==> config.mk <==
export PLATFORM = sky130hd
export DESIGN_NAME = maskable_cla_pipe
export DESIGN_NICKNAME = d
export VERILOG_FILES = /design/src/rtl/maskable_cla_pipe.sv
export SDC_FILE = /design/constraint.sdc
export NUM_CORES = 1
export LEC_CHECK = 0
export CORE_MARGIN = 8
export CORE_UTILIZATION = 45
export CTS_CLUSTER_DIAMETER = 150
export CTS_CLUSTER_SIZE = 8
export DETAILED_ROUTE_END_ITERATION = 16
export HOLD_SLACK_MARGIN = 0.15
export PLACE_DENSITY = 0.78
export SKIP_LAST_GASP = 1
export SLEW_MARGIN = 20
export SYNTH_ARGS = -nofsm -noshare
export SYNTH_HDL_FRONTEND = slang
export SYNTH_SLANG_ARGS = --single-unit
==> constraint.sdc <==
create_clock -name clk -period 3.45 [get_ports clk]
set_input_delay 1.035 -clock clk [delete_from_list [all_inputs] [get_ports clk]]
set_output_delay 1.035 -clock clk [all_outputs]
set_load 0.005 [all_outputs]
==> src/rtl/maskable_cla_pipe.sv <==
// Two-stage valid/ready adder pipeline: masked propagate/generate per bit, then grouped
// carry lookahead with ripple between groups, plus a flag for agreement with the exact sum.
module maskable_cla_pipe #(
    parameter int unsigned WIDTH = 16,
    parameter int unsigned GROUP = 4
) (
    input  logic             clk,
    input  logic             rst_n,
    input  logic             in_valid,
    output logic             in_ready,
    input  logic [WIDTH-1:0] a,
    input  logic [WIDTH-1:0] b,
    input  logic [WIDTH-1:0] mask,
    output logic             out_valid,
    input  logic             out_ready,
    output logic [WIDTH-1:0] sum,
    output logic             cout,
    output logic             exact
);

    localparam int unsigned NGROUPS = WIDTH / GROUP;

    logic             s1_valid;
    logic [WIDTH-1:0] s1_p;
    logic [WIDTH-1:0] s1_g;
    logic             s1_hit;
    logic             s1_load;
    logic             s2_load;

    logic [WIDTH-1:0] p_c;
    logic [WIDTH-1:0] g_c;
    logic             hit_c;
    logic [WIDTH-1:0] carry_c;
    logic             carry_out_c;
    logic [GROUP:0]   grp_c;
    logic             cin_c;

    // Carries of one group in flattened lookahead form: c[k+1] = g[k] | p[k]g[k-1] | ... | p[k..0]cin
    function automatic logic [GROUP:0] cla_group(input logic [GROUP-1:0] gp,
                                                 input logic [GROUP-1:0] gg,
                                                 input logic             cin);
        logic [GROUP:0] c;
        logic           t;
        c    = '0;
        c[0] = cin;
        for (int k = 0; k < int'(GROUP); k++) begin
            t = cin;
            for (int j = 0; j <= k; j++) t = t & gp[j];
            c[k+1] = t;
            for (int j = 0; j <= k; j++) begin
                t = gg[j];
                for (int m = j + 1; m <= k; m++) t = t & gp[m];
                c[k+1] = c[k+1] | t;
            end
        end
        return c;
    endfunction

    assign s2_load  = s1_valid & (~out_valid | out_ready);
    assign in_ready = rst_n & (~s1_valid | s2_load);
    assign s1_load  = in_valid & in_ready;

    // Masked bits keep their propagate path but never generate
    assign p_c   = (mask & (a ^ b)) | (~mask & (a | b));
    assign g_c   = mask & a & b;
    assign hit_c = |(a & b & ~mask);

    always_comb begin
        carry_c = '0;
        grp_c   = '0;
        cin_c   = 1'b0;
        for (int gi = 0; gi < int'(NGROUPS); gi++) begin
            grp_c = cla_group(s1_p[gi*GROUP +: GROUP], s1_g[gi*GROUP +: GROUP], cin_c);
            carry_c[gi*GROUP +: GROUP] = grp_c[GROUP-1:0];
            cin_c = grp_c[GROUP];
        end
        carry_out_c = cin_c;
    end

    // Stage 1 data carries no reset value; s1_valid qualifies it
    always_ff @(posedge clk) begin
        if (s1_load) begin
            s1_p   <= p_c;
            s1_g   <= g_c;
            s1_hit <= hit_c;
        end
    end

    always_ff @(posedge clk) begin
        if (!rst_n) begin
            s1_valid  <= 1'b0;
            out_valid <= 1'b0;
            sum       <= '0;
            cout      <= 1'b0;
            exact     <= 1'b0;
        end else begin
            if (s1_load)      s1_valid <= 1'b1;
            else if (s2_load) s1_valid <= 1'b0;

            if (s2_load) begin
                out_valid <= 1'b1;
                sum       <= s1_p ^ carry_c;
                cout      <= carry_out_c;
                exact     <= ~s1_hit;
            end else if (out_ready) begin
                out_valid <= 1'b0;
            end
        end
    end

endmodule
==> results.cfg <==
[place]
place_inst = 455
portBuffers = 71
gp_routability_congestion = 0.865
dpl.hpwl_um = 5520
place_ws_ps = -5.04

[detailed_routing]
wl_per_cell_um = 15.3
post-route-drc-count = 0
avgViaCountPerCell = 5.41
postRouteAntennaNets = 0
drtIter0Drc = 206
via_count = 2526
drt_wl_total_um = 7130
dr.pass1.iters = 4

[synth]
synth_cell_types = 34
synthesis.nets = 396
synth-main-ff-cell = edfxtp_1
yosysSeqAreaShare = 0.456
syn_avg_cell_area_um2 = 9.92
synth_edf_count = 33
yosysTopAreaCell = edfxtp_1
yosysTopAreaCellShare = 0.324
syn_area_mm2 = 0.00305
synth_cells = 308
yosysMostFrequentCell = inv_1
async_flop_share = 0
ys_top_cells_by_count = inv_1 (42), ha_1 (36), edfxtp_1 (33)
yosysWarnings = 0
synth.area.top_cells = edfxtp_1 (32%), ha_1 (15%), dfxtp_1 (13%), inv_1 (5.2%), nor2b_1 (3.5%)
ys_ff_latch = 53

[global_route]
gr-max-usage-layer = met2
grt_util_all_layers = 0.149
grt_use_met2 = 0.248
grt_pass1_wl_um = 11700
globalRouteOverflowTotal = 0
grt_max_degree = 34
use_met3 = 0.0398
first_global_vias = 2549
use_met1 = 0.180
antenna_found_initial = 0

[setup_path]
crit_arrival_ps = 2330
r2r.worst_path.cells = 16
startpoint_type = input port
reg2reg_to = sum[13]$_SDFFE_PN0P_
r2r-start = s1_g[0]$_DFFE_PP_
critical_path.max_fanout = 2
setup.worst_path.end_class = output port
ff2ff_setup_slack_ps = 130
required_ps = 2410
setup.worst_path.class = input port to output port

[cts]
cts_htree_levels = 2
clockBufferDepth = 2
clkLatencyLatePin_ps = 300
cts_root_buffer = clkbuf_8
cts_tree = built
clk_pin_slew_ps = 90
numClockSinks = 53
numCtsBuffers = 5

[floorplanning]
die_h_um = 98.4
start_util = 0.457
rows = 30
core-area_mm2 = 0.00668
die_w_um = 98.4
io_pins = 72
die-area_mm2 = 0.00968

[power]
max-vdd-ir-drop_uv = 188
p_leak_nw = 1.67
p_per_area_mw_per_mm2 = 333

[finish]
area_growth_pct = 30.6
layout.nets = 474
nFillCells = 553
drive_above_1_share = 0.0594
final_cells = 467
postLayoutCoreUtil = 0.597
antenna_cells = 0

[timing]
setup_violations = 0
worst_pin_slew_ps = 743
relSlewSlack = 0.505
fmax_mhz = 298
worst_slack_ps = 89.0
fin_crit_sh = 0.974
post-route-min-period_ps = 3360
tns_ps = 0
hold_viol = 0
holdWs_ps = 450
slew_violations = 0
skew_ps = 5.16

[outcome]
status = finished clean

[min_path]
holdCritStartpoint = s1_hit$_DFFE_PP_
whs_endpoint = exact$_SDFFE_PN0P_
hold_class = flop to flop
whs_path_depth = 1

[flow_run]
max_cap_violations = 0
state kept, by name (all words and copies together) (netlist names):
| signal | flops |
|---|---|
| cout | 1 |
| s1_g | 16 |
| s1_p | 16 |
| s1_hit | 1 |
| sum | 16 |
| s1_valid | 1 |
| exact | 1 |
| out_valid | 1 |
how the worst max path moves through the flow:
| stage | startpoint | to | slack, ps | cells past startpoint |
|---|---|---|---|---|
| final | out_ready | in_ready | 90 | 4 |
| after global routing | s1_g[0]$_DFFE_PP_ | sum[13]$_SDFFE_PN0P_ | -30 | 16 |
| after floorplan | s1_p[1]$_DFFE_PP_ | sum[13]$_SDFFE_PN0P_ | 260 | 16 |
| after CTS | s1_p[1]$_DFFE_PP_ | sum[13]$_SDFFE_PN0P_ | 9 | 16 |
| after global placement | s1_p[1]$_DFFE_PP_ | sum[13]$_SDFFE_PN0P_ | 100 | 16 |
| after detailed placement | s1_p[1]$_DFFE_PP_ | sum[13]$_SDFFE_PN0P_ | -5 | 16 |
power by group:
| group | switching [W] | total, W | internal, W |
|---|---|---|---|
| Sequential | 0.0000221 | 0.000735 | 0.000713 |
| Clock | 0.000190 | 0.000335 | 0.000145 |
| Combinational | 0.000118 | 0.000257 | 0.000140 |
| Total | 0.000330 | 0.00133 | 0.000997 |
per-layer routing:
metal / share of wire / wire length (um) / vias up
met4: 0.020 / 146 / 0
met1: 0.42 / 3000 / 1148
li1: - / - / 1257
met2: 0.49 / 3480 / 106
met5: 0 / 0 / -
met3: 0.070 / 500 / 15
metrics by stage:
stage                     power [W]  area (um^2)
after detailed placement    0.00100         3870
after global routing        0.00139         3990
final                       0.00133         3990
after global placement     0.000989         3870
after CTS                   0.00133         3970
after floorplan            0.000856         3050
timing repair:
item | in CTS | in global routing
hold buffers | 0 | 0
setup buffers | 2 | 2
gates cloned | 0 | 0
setup endpoints to repair | 1 | 3
resized for setup | 2 | 3
hold endpoints to repair | 0 | 0
pin swaps | 3 | 12
layout make-up:
type                    instances  area (um^2)  area share
inverters                      44          165      0.0414
repair buffers                 82          793       0.199
flip-flops and latches         53         1390       0.349
clock buffers                   8         80.1      0.0201
multi-input cells             200         1460       0.366
well taps                      80          100      0.0251
cells in the final DEF (no fill, tap or decap), types with 4 or more instances in the layout:
cell type and n:
a2111oi_0 6, a21oi_1 19, and3_1 12, buf_4 11, clkbuf_8 5, clkdlybuf4s50_1 71, dfxtp_1 20, edfxtp_1 33
ha_1 32, ha_2 4, inv_1 42, mux2i_1 4, nand2_1 18, nand2b_1 4, nand3_1 5, nand4_1 6
nor2b_1 17, nor3_1 11, o2111ai_1 5, o211ai_1 6, o21a_1 4, o21ai_0 14, o21ai_1 10, o311ai_1 4
or4_1 4
critical path, cell delays in order:
cell	delay (ps)
clkdlybuf4s50_1	530
nor2b_4	50
a21oi_1	180
clkdlybuf4s50_1	530
logic make-up (layout without fill, tap and decap cells):
| family | after synthesis | after routing | share of synthesized area |
|---|---|---|---|
| simple gates | 83 | 83 | 0.150 |
| compound gates | 77 | 77 | 0.163 |
| buf+inv | 55 | 134 | 0.0705 |
| flops | 53 | 53 | 0.456 |
| fa+ha+maj | 36 | 36 | 0.147 |
| mux | 4 | 4 | 0.0131 |
No activity file was read; power rests on OpenSTA's default activity.
